===== config.mk =====
export PLATFORM = sky130hd
export DESIGN_NAME = twf_gen
export DESIGN_NICKNAME = d
export VERILOG_FILES = /design/src/rtl/twf_gen.sv
export SDC_FILE = /design/constraint.sdc
export NUM_CORES = 1
export LEC_CHECK = 0
export CORE_MARGIN = 1
export CORE_UTILIZATION = 30
export DETAILED_ROUTE_END_ITERATION = 10
export GPL_ROUTABILITY_DRIVEN = 0
export RECOVER_POWER = 25
export SLEW_MARGIN = 10
export SYNTH_ARGS = -nofsm -noshare
export SYNTH_HDL_FRONTEND = slang
export SYNTH_SLANG_ARGS = --single-unit

===== constraint.sdc =====
create_clock -name clk -period 7.5 [get_ports clk]
set_input_delay 1.5 -clock clk [delete_from_list [all_inputs] [get_ports clk]]
set_output_delay 1.5 -clock clk [all_outputs]
set_load 0.02 [all_outputs]

===== src/rtl/twf_gen.sv =====
// Streaming twiddle-factor generator: emits W_N^(step*i), i = 0..len-1, from a
// quarter-wave cosine ROM plus quadrant symmetry, optionally conjugated.
module twf_gen #(
   parameter  int unsigned N_FFT = 512,
   parameter  int unsigned TW_W  = 9,
   parameter  int unsigned FRAC  = 7,
   localparam int unsigned LOG2N = $clog2(N_FFT)
) (
   input  logic                   clk,
   input  logic                   rstn,
   input  logic                   start,
   input  logic [LOG2N-1:0]       step,
   input  logic [LOG2N:0]         len,
   input  logic                   inverse,
   input  logic                   out_ready,
   output logic signed [TW_W-1:0] tw_re,
   output logic signed [TW_W-1:0] tw_im,
   output logic                   tw_valid,
   output logic                   tw_last,
   output logic                   busy
);

   localparam int unsigned LW = LOG2N + 1;
   localparam int unsigned OW = LOG2N - 2;
   localparam int unsigned RW = LOG2N - 1;
   localparam int unsigned QN = N_FFT / 4;

   // round(2^FRAC * cos(2*pi*j/N_FFT)) via a Q30 Taylor series, evaluated at elaboration
   function automatic logic signed [TW_W-1:0] rom_val(int unsigned j);
      longint x, x2, term, acc;
      x    = (longint'(j) * 64'sd6746518852) / longint'(N_FFT);
      x2   = (x * x) >>> 30;
      term = 64'sd1 <<< 30;
      acc  = term;
      for (int k = 1; k <= 12; k++) begin
         term = -((term * x2) >>> 30) / longint'((2 * k - 1) * (2 * k));
         acc  = acc + term;
      end
      return TW_W'(((acc <<< FRAC) + (64'sd1 <<< 29)) >>> 30);
   endfunction

   logic signed [TW_W-1:0] rom [0:QN];

   for (genvar j = 0; j <= int'(QN); j++) begin : g_rom
      localparam logic signed [TW_W-1:0] CV = rom_val(j);
      assign rom[j] = CV;
   end

   logic                   busy_q, busy_d;
   logic [LOG2N-1:0]       step_q, step_d;
   logic [LW-1:0]          len_q, len_d;
   logic                   inv_q, inv_d;
   logic [LOG2N-1:0]       e_q, e_d;
   logic [LW-1:0]          cnt_q, cnt_d;

   logic                   s0_valid_q, s0_valid_d;
   logic [LOG2N-1:0]       s0_e_q, s0_e_d;
   logic                   s0_last_q, s0_last_d;
   logic                   s0_inv_q, s0_inv_d;

   logic                   s1_valid_q, s1_valid_d;
   logic signed [TW_W-1:0] s1_co_q, s1_co_d;
   logic signed [TW_W-1:0] s1_cr_q, s1_cr_d;
   logic [1:0]             s1_quad_q, s1_quad_d;
   logic                   s1_inv_q, s1_inv_d;
   logic                   s1_last_q, s1_last_d;

   logic                   tw_valid_q, tw_valid_d;
   logic signed [TW_W-1:0] tw_re_q, tw_re_d;
   logic signed [TW_W-1:0] tw_im_q, tw_im_d;
   logic                   tw_last_q, tw_last_d;

   logic                   en, accept, issue, done;
   logic [RW-1:0]          oi, ri;
   logic signed [TW_W-1:0] re_m, im_m;

   always_comb begin
      en     = ~tw_valid_q | out_ready;
      accept = start & ~busy_q & (len != '0);
      issue  = en & busy_q & (cnt_q < len_q);
      done   = tw_valid_q & out_ready & tw_last_q;
   end

   // sequence control: latch on accept, advance exponent and count per issued beat
   always_comb begin
      busy_d = busy_q;
      step_d = step_q;
      len_d  = len_q;
      inv_d  = inv_q;
      e_d    = e_q;
      cnt_d  = cnt_q;
      if (accept) begin
         busy_d = 1'b1;
         step_d = step;
         len_d  = len;
         inv_d  = inverse;
         e_d    = '0;
         cnt_d  = '0;
      end else begin
         if (done) busy_d = 1'b0;
         if (issue) begin
            e_d   = e_q + step_q;
            cnt_d = cnt_q + LW'(1);
         end
      end
   end

   always_comb begin
      s0_valid_d = s0_valid_q;
      s0_e_d     = s0_e_q;
      s0_last_d  = s0_last_q;
      s0_inv_d   = s0_inv_q;
      if (en) begin
         s0_valid_d = issue;
         if (issue) begin
            s0_e_d    = e_q;
            s0_last_d = (cnt_q == len_q - LW'(1));
            s0_inv_d  = inv_q;
         end
      end
   end

   // quadrant split: offset into the quarter wave and its complement
   always_comb begin
      oi = RW'(s0_e_q[OW-1:0]);
      ri = RW'(QN) - oi;
   end

   always_comb begin
      s1_valid_d = s1_valid_q;
      s1_co_d    = s1_co_q;
      s1_cr_d    = s1_cr_q;
      s1_quad_d  = s1_quad_q;
      s1_inv_d   = s1_inv_q;
      s1_last_d  = s1_last_q;
      if (en) begin
         s1_valid_d = s0_valid_q;
         if (s0_valid_q) begin
            s1_co_d   = rom[oi];
            s1_cr_d   = rom[ri];
            s1_quad_d = s0_e_q[LOG2N-1 -: 2];
            s1_inv_d  = s0_inv_q;
            s1_last_d = s0_last_q;
         end
      end
   end

   always_comb begin
      unique case (s1_quad_q)
         2'd0:    begin re_m =  s1_co_q; im_m = -s1_cr_q; end
         2'd1:    begin re_m = -s1_cr_q; im_m = -s1_co_q; end
         2'd2:    begin re_m = -s1_co_q; im_m =  s1_cr_q; end
         default: begin re_m =  s1_cr_q; im_m =  s1_co_q; end
      endcase
   end

   always_comb begin
      tw_valid_d = tw_valid_q;
      tw_re_d    = tw_re_q;
      tw_im_d    = tw_im_q;
      tw_last_d  = tw_last_q;
      if (en) begin
         tw_valid_d = s1_valid_q;
         tw_last_d  = s1_valid_q & s1_last_q;
         if (s1_valid_q) begin
            tw_re_d = re_m;
            tw_im_d = s1_inv_q ? -im_m : im_m;
         end
      end
   end

   always_ff @(posedge clk or negedge rstn) begin
      if (!rstn) begin
         busy_q     <= 1'b0;
         step_q     <= '0;
         len_q      <= '0;
         inv_q      <= 1'b0;
         e_q        <= '0;
         cnt_q      <= '0;
         s0_valid_q <= 1'b0;
         s0_e_q     <= '0;
         s0_last_q  <= 1'b0;
         s0_inv_q   <= 1'b0;
         s1_valid_q <= 1'b0;
         s1_co_q    <= '0;
         s1_cr_q    <= '0;
         s1_quad_q  <= '0;
         s1_inv_q   <= 1'b0;
         s1_last_q  <= 1'b0;
         tw_valid_q <= 1'b0;
         tw_re_q    <= '0;
         tw_im_q    <= '0;
         tw_last_q  <= 1'b0;
      end else begin
         busy_q     <= busy_d;
         step_q     <= step_d;
         len_q      <= len_d;
         inv_q      <= inv_d;
         e_q        <= e_d;
         cnt_q      <= cnt_d;
         s0_valid_q <= s0_valid_d;
         s0_e_q     <= s0_e_d;
         s0_last_q  <= s0_last_d;
         s0_inv_q   <= s0_inv_d;
         s1_valid_q <= s1_valid_d;
         s1_co_q    <= s1_co_d;
         s1_cr_q    <= s1_cr_d;
         s1_quad_q  <= s1_quad_d;
         s1_inv_q   <= s1_inv_d;
         s1_last_q  <= s1_last_d;
         tw_valid_q <= tw_valid_d;
         tw_re_q    <= tw_re_d;
         tw_im_q    <= tw_im_d;
         tw_last_q  <= tw_last_d;
      end
   end

   assign tw_re    = tw_re_q;
   assign tw_im    = tw_im_q;
   assign tw_valid = tw_valid_q;
   assign tw_last  = tw_last_q;
   assign busy     = busy_q;

endmodule


==> parameters.txt, run 1 <==
Parameter                              Value

Critical path
  Kind of end point of the critical path    flip-flop
  Data required time at the worst endpoint    7730 ps
  Worst Path Max Fanout    19
  Critical path origin    s0_e_q[0]$_DFFE_PN0P_
  Element type at the critical path start    flip-flop
  Arrival time reported for the critical path endpoint    between 4000 and 5000 ps
  Worst-case reg-to-reg path depth    9
  Critical R2R Capture    s1_cr_q[3]$_DFFE_PN0P_
  CP endpoint    s1_cr_q[3]$_DFFE_PN0P_
  Setup slack on the worst flop-to-flop path    3720 ps
  Crit Path Class    reg -> reg
  R2r startpoint    s0_e_q[0]$_DFFE_PN0P_

Floorplanning
  Effective utilization at floorplan    30.9%
  Horizontal die dimension    158 um
  Area enclosed by the die boundary    25100 um^2
  Standard cell core area    around 24000 um^2
  Number of top-level pins    45
  Number of placement rows    between 50 and 60
  Die height    158 um

Clock tree
  Clock buffer depth    2
  CTS Hold Bufs    0
  Post-CTS resize count    0
  Clock tree from TritonCTS    yes
  Clock H-tree levels    3
  Clock-pin slew on the worst setup and hold paths    60 ps
  Buffer count from post-CTS setup fixing    0
  Clock sink total    93
  TritonCTS buffer count    9
  Worst-Skew Late Latency    about 340 ps
  CTS root buffer    sky130_fd_sc_hd__clkbuf_16

Synth
  Count of mapped cells out of synthesis    between 900 and 1000
  Flip-flop cell with the highest count after synthesis    sky130_fd_sc_hd__dfrtp_1
  Post-Syn Nets    970
  #FFs+latches synth    93
  Share of async-settable or async-resettable flops after synthesis    100%
  Distinct cells, synth    77
  Post-synthesis average cell area    8.10 um^2
  Sequential area share after synthesis    31.7%
  Number of warning messages in the yosys log    0
  Cell area after synthesis    7340 um^2
  Count of flip-flops with a built-in enable after synthesis    0

STA
  Final setup violation count    0
  Final number of max-transition violations    0
  Setup TNS    0 ps
  Setup repair after global routing missed its margin    false
  Final number of hold-violating endpoints    0
  Worst Clk Skew    between 5 and 6 ps
  Transition time of the tightest slew-check pin    about 1500 ps
  Minimum setup slack in the final design    3720 ps
  Time the worst path needs with I/O delays and setup    ~3800 ps
  Max-slew headroom at the worst pin    0.276%
  Fmax achieved    0.264 GHz
  Share of the clock period used by the worst path    50.4%
  Hold slack final    about 480 ps

Place
  Setup Slack @ Placement    3560 ps
  Cell Area, Placed    7980 um^2
  HPWL after detailed placement    12900 um
  I/O Buffers    44

Final layout
  Number of nets in the finished design    969
  Commonest non-fill, non-tap cell in the layout    sky130_fd_sc_hd__nand2_1
  Layout area overhead    12.6%
  # diodes    0
  Layout cell share with drive strength beyond 1    7.36%
  Leading cell types in the layout, fill and taps excluded    sky130_fd_sc_hd__nand2_1 (137), sky130_fd_sc_hd__dfrtp_1 (93), sky130_fd_sc_hd__nor2_1 (75)
  Final non-filler cell area    8270 um^2

Worst hold path
  Hold WC Path Type    reg -> reg

Routing
  Number of routed nets with antenna violations    0
  DR vias    about 6400
  Initial detailed-routing violation count    432
  Number of remaining DRC errors    0
  Number of vias per cell    5.22
  Routed length per instance    between 10 and 15 um
  Detailed Routing Iterations Pass 1    5
  Sum of routed wire length over all layers    around 18000 um

Global routing
  All-Layer GR Usage    15.0%
  Number of global-route vias before repair    6098
  Total congestion overflow    0
  Initial antenna violation count    0
  Pin count of the biggest net entering global routing    67
  First-pass GRT wire length    30500 um

Outcome
  Status    finished with violations
  Violations in the final reports    capacitance limit

Job
  Max cap viols    1
critical path: stages (launching register included):
cell and delay (ps):
sky130_fd_sc_hd__dfrtp_1 780, sky130_fd_sc_hd__inv_1 360, sky130_fd_sc_hd__ha_1 460, sky130_fd_sc_hd__and3b_1 290, sky130_fd_sc_hd__nor2_2 600, sky130_fd_sc_hd__nor2_1 270, sky130_fd_sc_hd__a221oi_1 350, sky130_fd_sc_hd__a21o_1 150
sky130_fd_sc_hd__o31ai_1 100, sky130_fd_sc_hd__a32o_1 300
worst min-delay path by stage:
stage	end	cells after the start	from
4_1_cts	tw_im[1]$_DFFE_PN0P_	2	tw_im[1]$_DFFE_PN0P_
5_1_grt	tw_re[2]$_DFFE_PN0P_	2	tw_re[2]$_DFFE_PN0P_
6_report	tw_im[1]$_DFFE_PN0P_	2	tw_im[1]$_DFFE_PN0P_
3_3_place_gp	tw_im[1]$_DFFE_PN0P_	2	tw_im[1]$_DFFE_PN0P_
3_5_place_dp	tw_im[1]$_DFFE_PN0P_	2	tw_im[1]$_DFFE_PN0P_
2_1_floorplan	s0_last_q$_DFFE_PN0P_	2	s0_last_q$_DFFE_PN0P_
synth_stat cells, types with 4 or more instances:
cell,number,share of area [%]
sky130_fd_sc_hd__a211oi_1,9,0.92
sky130_fd_sc_hd__a21o_1,6,0.61
sky130_fd_sc_hd__a21oi_1,49,3.3
sky130_fd_sc_hd__a31oi_1,20,1.7
sky130_fd_sc_hd__a32oi_1,7,0.84
sky130_fd_sc_hd__and2_1,6,0.51
sky130_fd_sc_hd__and3_1,10,0.85
sky130_fd_sc_hd__buf_1,11,0.56
sky130_fd_sc_hd__buf_2,11,0.75
sky130_fd_sc_hd__clkbuf_1,42,2.1
sky130_fd_sc_hd__dfrtp_1,93,32
sky130_fd_sc_hd__ha_1,39,6.6
sky130_fd_sc_hd__inv_1,23,1.2
sky130_fd_sc_hd__inv_2,4,0.20
sky130_fd_sc_hd__mux2_1,5,0.77
sky130_fd_sc_hd__mux2_2,17,2.6
sky130_fd_sc_hd__mux2i_1,7,0.95
sky130_fd_sc_hd__mux4_2,4,1.2
sky130_fd_sc_hd__nand2_1,137,7.0
sky130_fd_sc_hd__nand2b_1,9,0.77
sky130_fd_sc_hd__nand3_1,31,2.1
sky130_fd_sc_hd__nand3b_1,4,0.41
sky130_fd_sc_hd__nand4_1,10,0.85
sky130_fd_sc_hd__nor2_1,75,3.8
sky130_fd_sc_hd__nor2b_1,10,0.85
sky130_fd_sc_hd__nor3_1,23,1.6
sky130_fd_sc_hd__nor4_1,4,0.34
sky130_fd_sc_hd__o211ai_1,15,1.5
sky130_fd_sc_hd__o21a_1,4,0.41
sky130_fd_sc_hd__o21ai_0,68,4.6
sky130_fd_sc_hd__o21ai_1,19,1.3
sky130_fd_sc_hd__or3_1,5,0.43
sky130_fd_sc_hd__xnor2_1,34,4.1
sky130_fd_sc_hd__xor2_1,22,2.6
kinds of logic (layout without fill, tap and decap cells):
group | count (synthesis) | count (layout) | synth area share [%]
and+or+nand+nor | 345 | 345 | 22.4
adders and majority gates | 40 | 40 | 6.92
muxes | 33 | 33 | 5.56
buffers and inverters | 96 | 100 | 5.35
DFF | 93 | 93 | 31.7
AOI/OAI and AO/OA | 242 | 242 | 21.2
xor gates and xnor gates | 57 | 57 | 6.90
final cells by class:
cell class                 count  area, um^2
multi-input combinational    717        4620
clock buffer                  12         246
fill                        2490       15500
inverter                      29         109
tap                          319         399
clock inverter                 4        47.5
timing repair buffer          55         517
sequential                    93        2330
sequential cells by signal, indices dropped and copies added, names as in the netlist:
signal	flops
s1_quad_q	2
s0_last_q	1
e_q	9
tw_valid	1
tw_re	9
busy	1
s1_inv_q	1
s1_last_q	1
s0_e_q	9
s1_cr_q	8
tw_last	1
len_q	10
cnt_q	10
tw_im	9
s1_co_q	8
inv_q	1
step_q	9
s0_inv_q	1
s1_valid_q	1
s0_valid_q	1
metal layers:
metal	global-route usage, %	vias up	routed length, um
li1	-	3225	-
met1	20.9	3033	9000
met2	23.6	129	8140
met3	2.64	27	619
met4	4.58	0	326
met5	0	-	0
metrics by stage:
step	cells	util, %
CTS	1229	34.8
global placement	1213	33.6
floorplan	906	-
detailed placement	1213	33.6
global route	1229	34.8
finish	1229	34.8
Power of run 1 is not shown: default switching activity piles up to over one toggle a cycle in this logic, so the estimate is an artifact.
==> inputs of run 2 (changes only) <==
==> constraint.sdc (replaced) <==
create_clock -name clk -period 3.5 [get_ports clk]
set_input_delay 0.7 -clock clk [delete_from_list [all_inputs] [get_ports clk]]
set_output_delay 0.7 -clock clk [all_outputs]
set_load 0.02 [all_outputs]
==> run 2 against run 1 <==
Compared with the run above: the run now ends clean; clock skew is essentially flat; global-route usage about the same; first-iteration DRC count rose by 43%; design area grew 1.3%; register-to-register slack worse by 3000 ps; clock-buffer cell count is 1 lower; largest cell class unchanged.
==> parameters.txt, run 2 (synthesis results as in run 1) <==
Parameter                              Value

Final layout
  Largest regs    cnt_q x10, len_q x10
  Leading cell types in the layout, fill and taps excluded    sky130_fd_sc_hd__nand2_1 (137), sky130_fd_sc_hd__dfrtp_1 (93), sky130_fd_sc_hd__nor2_1 (75)
  # diodes    0
  Number of nets in the finished design    985
  Multi-input logic area    4620 um^2
  Layout area overhead    14.0%
  Sequential Area    roughly 2300 um^2
  Commonest non-fill, non-tap cell in the layout    sky130_fd_sc_hd__nand2_1
  FILL cells    roughly 2500
  Layout cell share with drive strength beyond 1    9.18%

Clock tree
  Post-CTS resize count    0
  Clock buffer depth    2
  TritonCTS buffer count    9
  CTS root buffer    sky130_fd_sc_hd__clkbuf_16
  Clock-pin slew on the worst setup and hold paths    60 ps
  Buffer count from post-CTS setup fixing    0
  Worst-Skew Late Latency    340 ps
  CTS Hold Bufs    0
  Clock tree from TritonCTS    yes
  Clock sink total    93
  Clock H-tree levels    3

Floorplanning
  Effective utilization at floorplan    about 31%
  Number of top-level pins    45
  Die height    158 um
  Area enclosed by the die boundary    25100 um^2
  Standard cell core area    between 20000 and 25000 um^2
  Horizontal die dimension    158 um
  Number of placement rows    56

Global routing
  First-pass GRT wire length    about 30000 um
  Initial antenna violation count    0
  Total congestion overflow    0
  Number of global-route vias before repair    between 6000 and 7000
  Pin count of the biggest net entering global routing    55
  All-Layer GR Usage    15.0%

Routing
  Number of vias per cell    5.25
  DR vias    roughly 6500
  Number of routed nets with antenna violations    0
  Initial detailed-routing violation count    ~620
  Routed length per instance    between 10 and 15 um
  Detailed Routing Iterations Pass 1    5
  Number of remaining DRC errors    0
  Sum of routed wire length over all layers    18300 um

Critical path
  R2r startpoint    s0_e_q[2]$_DFFE_PN0P_
  Critical R2R Capture    s1_cr_q[3]$_DFFE_PN0P_
  Arrival time reported for the critical path endpoint    3100 ps
  List of cells traversed by the critical path    buf_4 > nor3_4 > xnor2_2 > inv_2 > nor2_1 > a221oi_1 > a21o_1 > o31ai_1 > a32o_1
  Data required time at the worst endpoint    3780 ps
  Kind of end point of the critical path    flip-flop
  Max stage delay on crit path    630 ps
  Worst Path Max Fanout    32
  Crit Path Class    reg -> reg
  Slowest CP cell    sky130_fd_sc_hd__xnor2_2
  Setup slack on the worst flop-to-flop path    680 ps
  Element type at the critical path start    flip-flop
  Worst-case reg-to-reg path depth    9

Outcome
  Status    completed

Worst hold path
  Hold path startpoint    tw_im[4]$_DFFE_PN0P_
  Hold Path Stages    2
  Endpoint, Worst Hold    tw_im[4]$_DFFE_PN0P_
  Hold WC Path Type    reg -> reg

STA
  Fmax achieved    about 0.36 GHz
  Final number of hold-violating endpoints    0
  Setup repair after global routing missed its margin    false
  Worst Clk Skew    6.43 ps
  Time the worst path needs with I/O delays and setup    2820 ps
  Max-slew headroom at the worst pin    ~7.3%
  Share of the clock period used by the worst path    80.5%
  Final setup violation count    0
  Setup TNS    0 ps
  Final number of max-transition violations    0
  Transition time of the tightest slew-check pin    approximately 1400 ps

Job
  Max cap viols    0

Place
  I/O Buffers    between 40 and 50
  HPWL after detailed placement    about 13000 um
==> run 2: cell types whose count changed in the layout (fill, tap and decap cells not counted) <==
cell,previous run,this run
sky130_fd_sc_hd__clkbuf_2,0,1
sky130_fd_sc_hd__dlygate4sd3_1,1,0
sky130_fd_sc_hd__buf_4,11,27
sky130_fd_sc_hd__clkdlybuf4s50_1,42,43
sky130_fd_sc_hd__bufinv_16,1,0
sky130_fd_sc_hd__inv_6,0,1
sky130_fd_sc_hd__clkbuf_1,3,1
sky130_fd_sc_hd__clkinv_4,0,1
==> run 2: per-stage QoR <==
step                      cells  cell area (um^2)  worst slack [ps]  hold slack, ps  util (%)
after floorplan             906              7340               601             404         -
after global placement     1229              8100               577             459      34.1
after detailed placement   1229              8100               481             473      34.1
after CTS                  1245              8370               721             436      35.3
after global routing       1245              8370               448             513      35.2
final                      1245              8370               684             477      35.2
==> run 2: area by class of cell <==
cell class                 instances  share of cell area, %
sequential                        93                   27.8
inverter                          29                   1.30
clock buffer                      11                   2.90
multi-input combinational        717                   55.2
tap                              319                   4.77
clock inverter                     5                  0.418
timing repair buffer              71                   7.62
==> run 2: critical path: cells and delay by family, from the launching register on <==
| family | cells | cell delay [ps] |
|---|---|---|
| flops | 1 | 360 |
| compound gates | 4 | 620 |
| xor+xnor | 1 | 630 |
| buf+inv | 2 | 600 |
| simple gates | 2 | 530 |
==> run 2: how the worst max path moves through the flow <==
stage                                 startpoint  cells past startpoint                      to
after detailed placement               out_ready                      8  s1_cr_q[0]$_DFFE_PN0P_
after CTS                 s1_cr_q[0]$_DFFE_PN0P_                     10    tw_im[8]$_DFFE_PN0P_
final                      s0_e_q[2]$_DFFE_PN0P_                      9  s1_cr_q[3]$_DFFE_PN0P_
after global placement                 out_ready                      8  s1_cr_q[0]$_DFFE_PN0P_
after global routing       s0_e_q[2]$_DFFE_PN0P_                      9  s1_cr_q[3]$_DFFE_PN0P_
after floorplan            s0_e_q[1]$_DFFE_PN0P_                     12  s1_cr_q[3]$_DFFE_PN0P_
==> run 2: per-layer routing <==
layer	up-vias	share of wire [%]	track usage, %
met4	0	1.1	3.53
met2	173	46	23.6
met3	20	4.5	2.23
met1	3079	48	21.4
li1	3259	-	-
met5	-	0	0
Power of run 2 is left out for the same reason.
==> inputs of run 3 (changes only) <==
==> constraint.sdc (replaced) <==
create_clock -name clk -period 2.67 [get_ports clk]
set_input_delay 0.534 -clock clk [delete_from_list [all_inputs] [get_ports clk]]
set_output_delay 0.534 -clock clk [all_outputs]
set_load 0.02 [all_outputs]
==> run 3 against run 2 <==
Compared with the run above: critical path depth is the same; clock-buffer cell count grew 1; sequential share of layout area shrank 0.73 points; register-to-register slack lost 520 ps; largest cell class unchanged; clock skew grew 4.2 ps; via count grew 0.80%; sequential cell count is the same; worst setup slack lost 520 ps; die area is the same.
==> parameters.txt, run 3 (synthesis results as in run 1) <==
Parameter                              Value

Routing
  Detailed Routing Iterations Pass 1    5
  Number of vias per cell    5.19
  Number of routed nets with antenna violations    0
  Routed length per instance    14.8 um
  Number of remaining DRC errors    0
  Sum of routed wire length over all layers    18800 um
  Initial detailed-routing violation count    444
  Routed length on met3    828 um
  Routed length on met1    9220 um
  DR vias    6583
  Wire length on met2    8480 um
  Highest signal layer in the routed design    met4

Critical path
  Element type at the critical path start    flip-flop
  Slowest CP cell    sky130_fd_sc_hd__dfrtp_1
  R2r startpoint    s1_co_q[0]$_DFFE_PN0P_
  Worst path buffer plus inverter count    1
  List of cells traversed by the critical path    inv_1 > ha_1 > or3b_4 > a211oi_2 > a311oi_2 > a31o_4 > a211oi_2 > mux2i_1 > a21oi_1
  Worst path top cell family by delay    compound AO/OA/AOI/OAI gates
  Data required time at the worst endpoint    2900 ps
  Kind of end point of the critical path    flip-flop
  Critical R2R Capture    tw_im[8]$_DFFE_PN0P_
  Most frequent CP cell    sky130_fd_sc_hd__a211oi_2
  Total number of cells along the worst setup path    9
  Max stage delay on crit path    460 ps
  Setup slack on the worst flop-to-flop path    170 ps
  Arrival time reported for the critical path endpoint    2730 ps
  Worst-case reg-to-reg path depth    9
  Crit Path Class    reg -> reg
  Worst Path Max Fanout    7

Clock tree
  Worst-Skew Late Latency    350 ps
  Clock buffer depth    2
  Clock tree from TritonCTS    yes
  Clock sink total    between 90 and 100
  Clock-pin slew on the worst setup and hold paths    60 ps
  CTS Hold Bufs    0
  TritonCTS buffer count    9
  Buffer count from post-CTS setup fixing    0
  Clock H-tree levels    3
  CTS root buffer    sky130_fd_sc_hd__clkbuf_16
  Post-CTS resize count    0

STA
  Final setup violation count    0
  Hold slack final    465 ps
  Fmax achieved    around 0.4 GHz
  Worst Clk Skew    ~11 ps
  Final number of max-transition violations    0
  Transition time of the tightest slew-check pin    between 1000 and 1500 ps
  Share of the clock period used by the worst path    93.8%
  Final number of hold-violating endpoints    0
  Setup repair after global routing missed its margin    false
  Max-slew headroom at the worst pin    14.2%
  Time the worst path needs with I/O delays and setup    2500 ps

Floorplanning
  Horizontal die dimension    158 um
  Die height    158 um
  Effective utilization at floorplan    30.9%
  Area enclosed by the die boundary    25100 um^2
  Standard cell core area    between 20000 and 25000 um^2
  Number of top-level pins    45
  Number of placement rows    56

Global routing
  Initial antenna violation count    0
  All-Layer GR Usage    15.7%
  Pin count of the biggest net entering global routing    52
  First-pass GRT wire length    31600 um
  Number of global-route vias before repair    6163
  Total congestion overflow    0

Place
  # placed instances    ~1300
  HPWL after detailed placement    13800 um
  I/O Buffers    between 40 and 50

Final layout
  # diodes    0
  Commonest non-fill, non-tap cell in the layout    sky130_fd_sc_hd__nand2_1
  Cell Count, Final, Fillers Out    1268
  Leading cell types in the layout, fill and taps excluded    sky130_fd_sc_hd__nand2_1 (137), sky130_fd_sc_hd__dfrtp_1 (93), sky130_fd_sc_hd__nor2_1 (75)
  Layout area overhead    17.1%
  Number of nets in the finished design    1009
  Largest regs    cnt_q x10, len_q x10
  FILL cells    2461
  Layout cell share with drive strength beyond 1    ~11%

Job
  Max cap viols    0

Worst hold path
  Hold WC Path Type    in -> async

Outcome
  Status    completed
## run 3: worst max path at each step
stage	startpoint	endpoint	slack, ps
5_1_grt	s0_e_q[0]$_DFFE_PN0P_	s1_cr_q[2]$_DFFE_PN0P_	1
6_report	s1_co_q[0]$_DFFE_PN0P_	tw_im[8]$_DFFE_PN0P_	170
4_1_cts	s1_co_q[0]$_DFFE_PN0P_	tw_im[8]$_DFFE_PN0P_	150
3_3_place_gp	out_ready	s1_cr_q[0]$_DFFE_PN0P_	180
2_1_floorplan	s0_e_q[1]$_DFFE_PN0P_	s1_cr_q[3]$_DFFE_PN0P_	-50
3_5_place_dp	out_ready	s1_cr_q[0]$_DFFE_PN0P_	150
## run 3: final cells by class
class                   count  area, um^2  share of cell area [%]
clock buffers              12         246                    2.87
clock inverters             3        22.5                   0.262
inverters                  29         109                    1.27
multi-input cells         717        4630                    53.8
flip-flops and latches     93        2330                    27.1
well taps                 319         399                    4.64
repair buffers             95         865                    10.1
## run 3: per-stage QoR
| stage | area [um^2] | setup slack [ps] | TNS (ps) | utilization, % |
|---|---|---|---|---|
| global route | 8600 | 0.971 | 0 | 36.2 |
| finish | 8600 | 165 | 0 | 36.2 |
| detailed placement | 8340 | 151 | 0 | 35.1 |
| floorplan | 7340 | -51.8 | -51.8 | - |
| CTS | 8610 | 148 | 0 | 36.2 |
| global placement | 8340 | 183 | 0 | 35.1 |
## run 3: metal layers
metal	up-vias	global-route usage (%)
li1	3292	-
met1	3087	22.5
met2	182	24.2
met3	22	2.64
met4	0	3.94
met5	-	0
Power of run 3 is left out for the same reason.
